==> src/rtl/legv8_sequencer.sv <==
// Multi-cycle LEGv8 control unit: sequences fetch/execute and drives the
// datapath control word and constant from the instruction register.
module legv8_sequencer #(
  parameter logic [4:0] FS_ADD   = 5'b01000,
  parameter logic [4:0] FS_SUB   = 5'b01001,
  parameter logic [4:0] FS_AND   = 5'b00000,
  parameter logic [4:0] FS_ORR   = 5'b00100,
  parameter logic [4:0] FS_PASSA = 5'b11000,
  parameter logic [1:0] MEM_SIZE = 2'b11
) (
  input  logic        clock,
  input  logic        reset,
  input  logic [31:0] IR,
  input  logic [3:0]  cur_status,
  output logic [39:0] ControlWord,
  output logic [63:0] constant,
  output logic [2:0]  state,
  output logic        halted,
  output logic [31:0] instr_count
);

  localparam int unsigned CW_W = 40;

  typedef enum logic [2:0] {
    S_INIT  = 3'b000,
    S_FETCH = 3'b001,
    S_EXEC  = 3'b010,
    S_EXEC2 = 3'b011,
    S_HALT  = 3'b111
  } state_t;

  typedef enum logic [3:0] {
    OP_NONE, OP_ADD, OP_SUB, OP_AND, OP_ORR, OP_ADDI, OP_SUBI,
    OP_LDUR, OP_STUR, OP_CBZ, OP_B
  } op_t;

  state_t      cur_state, next_state;
  op_t         op;
  logic        zf;
  logic        unused_status;

  logic [2:0]  ns_f;
  logic        as_f, bsel_f, il_f, c0_f, mw_f, rw_f;
  logic [1:0]  ds_f, ps_f, size_f;
  logic [4:0]  fs_f, da_f, sa_f, sb_f;
  logic [63:0] const_f;

  assign unused_status = ^cur_status[3:1];

  // Opcode decode: 11-bit opcodes first, then ADDI/SUBI, CBZ, B
  always_comb begin
    op = OP_NONE;
    case (IR[31:21])
      11'b10001011000: op = OP_ADD;
      11'b11001011000: op = OP_SUB;
      11'b10001010000: op = OP_AND;
      11'b10101010000: op = OP_ORR;
      11'b11111000010: op = OP_LDUR;
      11'b11111000000: op = OP_STUR;
      default: begin
        if (IR[31:22] == 10'b1001000100)      op = OP_ADDI;
        else if (IR[31:22] == 10'b1101000100) op = OP_SUBI;
        else if (IR[31:24] == 8'b10110100)    op = OP_CBZ;
        else if (IR[31:26] == 6'b000101)      op = OP_B;
      end
    endcase
  end

  // State register
  always_ff @(posedge clock or posedge reset) begin
    if (reset) cur_state <= S_INIT;
    else       cur_state <= next_state;
  end

  // Next state and control fields
  always_comb begin
    next_state = cur_state;
    as_f = 1'b0; bsel_f = 1'b0; il_f = 1'b0; c0_f = 1'b0;
    mw_f = 1'b0; rw_f = 1'b0;
    ds_f = 2'b00; ps_f = 2'b00; size_f = 2'b00;
    fs_f = 5'd0; da_f = 5'd0; sa_f = 5'd0; sb_f = 5'd0;
    const_f = 64'd0;
    case (cur_state)
      S_INIT: next_state = S_FETCH;
      S_FETCH: begin
        next_state = S_EXEC;
        as_f = 1'b1; ds_f = 2'b11; il_f = 1'b1; ps_f = 2'b01; size_f = 2'b10;
      end
      S_EXEC: begin
        next_state = S_FETCH;
        case (op)
          OP_ADD, OP_SUB, OP_AND, OP_ORR, OP_ADDI, OP_SUBI: begin
            da_f = IR[4:0]; sa_f = IR[9:5]; sb_f = IR[20:16]; rw_f = 1'b1;
            if (op == OP_ADDI || op == OP_SUBI) begin
              bsel_f  = 1'b1;
              const_f = {52'd0, IR[21:10]};
            end
            case (op)
              OP_SUB, OP_SUBI: begin fs_f = FS_SUB; c0_f = 1'b1; end
              OP_AND:          fs_f = FS_AND;
              OP_ORR:          fs_f = FS_ORR;
              default:         fs_f = FS_ADD;
            endcase
          end
          OP_LDUR, OP_STUR: begin
            sa_f = IR[9:5]; da_f = IR[4:0]; bsel_f = 1'b1; fs_f = FS_ADD;
            size_f  = MEM_SIZE;
            const_f = {{55{IR[20]}}, IR[20:12]};
            if (op == OP_STUR) begin
              sb_f = IR[4:0]; ds_f = 2'b01; mw_f = 1'b1;
            end else begin
              ds_f = 2'b11; rw_f = 1'b1;
            end
          end
          OP_B: begin
            // PC already advanced by 4 during fetch
            ps_f    = 2'b10;
            const_f = {{36{IR[25]}}, IR[25:0], 2'b00} - 64'd4;
          end
          OP_CBZ: begin
            next_state = S_EXEC2;
            sa_f = IR[4:0]; fs_f = FS_PASSA;
          end
          default: next_state = S_HALT;
        endcase
      end
      S_EXEC2: begin
        next_state = S_FETCH;
        if (zf) begin
          ps_f    = 2'b10;
          const_f = {{43{IR[23]}}, IR[23:5], 2'b00} - 64'd4;
        end
      end
      S_HALT: next_state = S_HALT;
      default: next_state = S_INIT;
    endcase
    ns_f = (cur_state == S_INIT) ? 3'b000 : 3'(next_state);
  end

  assign ControlWord = CW_W'({3'b000, ns_f, as_f, ds_f, ps_f, 1'b0, bsel_f, il_f,
                              1'b0, fs_f, c0_f, size_f, mw_f, rw_f, da_f, sa_f, sb_f});
  assign constant    = const_f;
  assign state       = 3'(cur_state);
  assign halted      = (cur_state == S_HALT);

  // Capture the ALU zero flag while CBZ passes its register through
  always_ff @(posedge clock or posedge reset) begin
    if (reset)                                zf <= 1'b0;
    else if (cur_state == S_EXEC && op == OP_CBZ) zf <= cur_status[0];
  end

  // Retired instruction counter
  always_ff @(posedge clock or posedge reset) begin
    if (reset) instr_count <= 32'd0;
    else if ((cur_state == S_EXEC && next_state == S_FETCH) || cur_state == S_EXEC2)
      instr_count <= instr_count + 32'd1;
  end

endmodule

==> config.mk <==
export PLATFORM = sky130hd
export DESIGN_NAME = legv8_sequencer
export DESIGN_NICKNAME = d
export VERILOG_FILES = /design/src/rtl/legv8_sequencer.sv
export SDC_FILE = /design/constraint.sdc
export NUM_CORES = 1
export LEC_CHECK = 0
export ABC_AREA = 1
export BUFFER_PORTS_ARGS = -buffer_cell sky130_fd_sc_hd__buf_2
export CAP_MARGIN = 20
export CORE_MARGIN = 4
export CORE_UTILIZATION = 50
export CTS_CLUSTER_DIAMETER = 30
export CTS_CLUSTER_SIZE = 10
export DETAILED_ROUTE_END_ITERATION = 7
export MAX_ROUTING_LAYER = met4
export PLACE_DENSITY = 0.81
export SYNTH_ARGS = -nofsm -noshare
export SYNTH_HDL_FRONTEND = slang
export SYNTH_SLANG_ARGS = --single-unit
==> constraint.sdc <==
create_clock -name clock -period 2.49 [get_ports clock]
set_input_delay 0.1245 -clock clock [delete_from_list [all_inputs] [get_ports clock]]
set_output_delay 0.1245 -clock clock [all_outputs]
set_load 0.05 [all_outputs]
==> summary.txt <==
Timing
  • Post-route clock period utilization: 0.902
  • Clock Skew: 9.17 ps
  • Final hold vios: 0
  • Setup violators final: 0
  • Highest clock rate: 0.445 GHz
  • RSZ-0062 raised after global routing: no
  • Final Critical Period: 2250 ps
  • Final Max Slew Viols: 0
  • TNS Setup: 0 ps

CTS
  • Root Driver: clkbuf_8
  • Clk slew on worst S/H paths: 80 ps
  • CTS Buf Count: 5
  • CTS max path bufs: 2
  • CTS tree: built
  • Htree depth: 2
  • CTS sink count: 36
  • Worst skew pair latency: 290 ps

Worst setup path
  • FF-to-FF Start: instr_count[1]
  • R2r endpoint: instr_count[28]
  • CP Cell Sequence: nand2_1, nor2_2, inv_2, nor2_2, buf_4, o21ai_1, nand2_4, buf_2
  • Peak fanout along the critical path: 36
  • Critical path's top delay family: simple AND/OR/NAND/NOR gates
  • Worst path depth: 8
  • Slowest stage delay, CP: 410 ps
  • Reg2Reg Depth: 9
  • WP data required: 2370 ps
  • Crit end category: output pin
  • Startpoint types: flip-flop
  • Slowest cell on crit path: dfrtp_1
  • Worst path arrival time: 2120 ps
  • Critical path type: reg -> out
  • Worst Path Buf+Inv: 3
  • Setup crit start: state[1]
  • R2r setup slk: 490 ps
  • Crit path capture: constant[37]
  • Most used cell, CP: nor2_2

Logic synthesis
  • Post-Syn Instances: 808
  • Ys async rst share: 1.00
  • Post-synth EDFFs: 0
  • Synth Area per Inst: 5.76 µm²
  • Synthesized area: 0.00465 mm²
  • Synth cell types: 36
  • Ys flop type: dfrtp_1
  • Post-synthesis sequential area ratio: 0.194
  • Synth Register Bits: 36
  • Number of warnings issued by yosys: 0

Detailed routing
  • Drt first pass iters: 5
  • Vias: 5907
  • Starting DRT DRC Count: 590
  • Wire length per cell: 16.9 µm
  • Vias/cell: 5.60
  • Final WL: 17800 µm
  • Antenna Nets Post-Route: 0
  • Drt drc: 0

Pwr
  • Pwr/cell area: 704 mW/mm²
  • Total leakage power: 3.21 nW
  • Sw Share: 0.652
  • VDD IR max: 973 µV
  • Seq pwr share: 0.186
  • Overall Power: 3.89 mW
  • Combinational share of power: 0.708
  • Pint: 1.35 mW
  • P_sw: 2.54 mW
  • Clock share of power: 0.107

Die
  • Ports: 178
  • Chip Width: 104 µm
  • Num rows: 34
  • Area of the core: 0.00889 mm²
  • Die H: 104 µm
  • Starting Density: 0.523
  • Die ar.: 0.0109 mm²

Global routing
  • First-pass GRT wire length: 28200 µm
  • Antenna violations before repair: 1
  • Via count of the first global-routing pass: 5446
  • Largest net degree at the start of global routing: 37
  • Global Route Usage Sum: 0.327
  • Total grt overflow: 0

Layout
  • Filler instances: 904
  • Layout cells sized above 1: 0.244
  • Post-layout nets: 986
  • Post-layout instance area: 0.00552 mm²
  • Layout Area Growth over Synthesis: 18.8%

Flow run
  • Max-cap viol count: 0

Hold path
  • Hold Crit Class: in -> reg

Placement
  • Placed instance area: 0.00542 mm²
  • Hpwl dp: 14200 µm
  • PortBufs: 168
  • GPL Wtd Cong: 1.01

Outcome
  • Outcome: completed
## registers in the layout, indices dropped and copies added (netlist names)
signal / cells
instr_count: 32
state: 3
zf: 1
## area by class of cell
| class | instances | area (µm²) | share of cell area |
|---|---|---|---|
| Clock buffer | 7 | 76.3 | 0.0138 |
| Multi-Input combinational cell | 628 | 3050 | 0.553 |
| Inverter | 81 | 304 | 0.0551 |
| Sequential cell | 36 | 902 | 0.163 |
| Antenna cell | 1 | 2.50 | 0.000453 |
| Tap cell | 108 | 135 | 0.0245 |
| Clock inverter | 1 | 5.00 | 0.000906 |
| Timing Repair Buffer | 193 | 1040 | 0.189 |
## how the worst min path moves through the flow
stage	slack, ps	start	cells past startpoint	end
finish	70	cur_status[0]	3	zf
global route	90	cur_status[0]	3	zf
CTS	70	cur_status[0]	3	zf
detailed placement	260	reset	3	instr_count[3]
global placement	250	reset	3	instr_count[3]
floorplan	250	cur_status[0]	2	zf
## layout by cell type (no fill, tap or decap), drive strengths merged, types with 2 or more instances in the layout
cell      n
nand2   251
a21oi    20
o211ai    6
nor2     98
a22oi     2
conb      6
buf     192
nand4    18
ha        3
dfrtp    36
inv      81
nand3b    3
clkbuf    7
xor2     31
nand3    98
xnor2     9
nor3     23
o21ai    50
o22ai     4
## worst reg2reg max path, stage by stage, from the launching register on
cell	delay (ps)
dfrtp_1	440
ha_1	290
nand2_1	80
nor2_1	340
inv_1	110
nor2_1	200
nand2_1	150
xnor2_1	150
nand2_1	60
nand2_1	50
## logic make-up after synthesis
kind of cell | after synthesis | synth area share
and+or+nand+nor | 495 | 0.460
buffers and inverters | 149 | 0.165
AOI/OAI and AO/OA | 84 | 0.0969
xor gates and xnor gates | 40 | 0.0753
DFF | 36 | 0.194
adders and majority gates | 3 | 0.00807
other | 1 | 0.000806
## Yosys cell counts (7+ instances only)
library cell | number | area, µm²
buf_4 | 52 | 390
o21ai_0 | 40 | 200
xor2_1 | 31 | 272
nor2_2 | 7 | 43.8
nor3_1 | 21 | 105
dfrtp_1 | 36 | 901
o21ai_1 | 10 | 50.1
nand3_1 | 96 | 480
xnor2_1 | 9 | 78.8
inv_1 | 74 | 278
nor2_1 | 91 | 342
inv_2 | 7 | 26.3
nand4_1 | 18 | 113
nand2_1 | 248 | 931
a21oi_1 | 20 | 100
## per-layer routing
layer | global-route usage | routed length, µm
met2 | 0.487 | 7680
met5 | - | 0
met4 | 0.0703 | 420
met3 | 0.0701 | 2090
met1 | 0.455 | 7610
## power groups by stage
stage	clock network (mW)	logic (mW)	registers, mW
detailed placement	0	2.74	0.732
CTS	0.420	2.74	0.720
floorplan	0	2.13	0.883
global route	0.446	2.90	0.731
finish	0.415	2.75	0.722
global placement	0	2.73	0.730
## stage by stage
| stage | setup slack [ps] | util | instances | hold WS [ps] |
|---|---|---|---|---|
| after floorplan | -306 | - | 813 | 245 |
| after global placement | 298 | 0.610 | 1045 | 247 |
| after detailed placement | 326 | 0.610 | 1045 | 256 |
| after CTS | 129 | 0.620 | 1054 | 67.6 |
| after global routing | 58.4 | 0.621 | 1055 | 89.7 |
| final | 245 | 0.621 | 1055 | 68.0 |
## what timing repair did
action / CTS / global route
hold endpoints to repair: 36 / 0
resized for setup: 0 / 2
endpoints found under the setup margin: 0 / 37
buffers inserted: 0 / 0
hold buffers: 1 / 0
(Power assumes the default switching activity.)
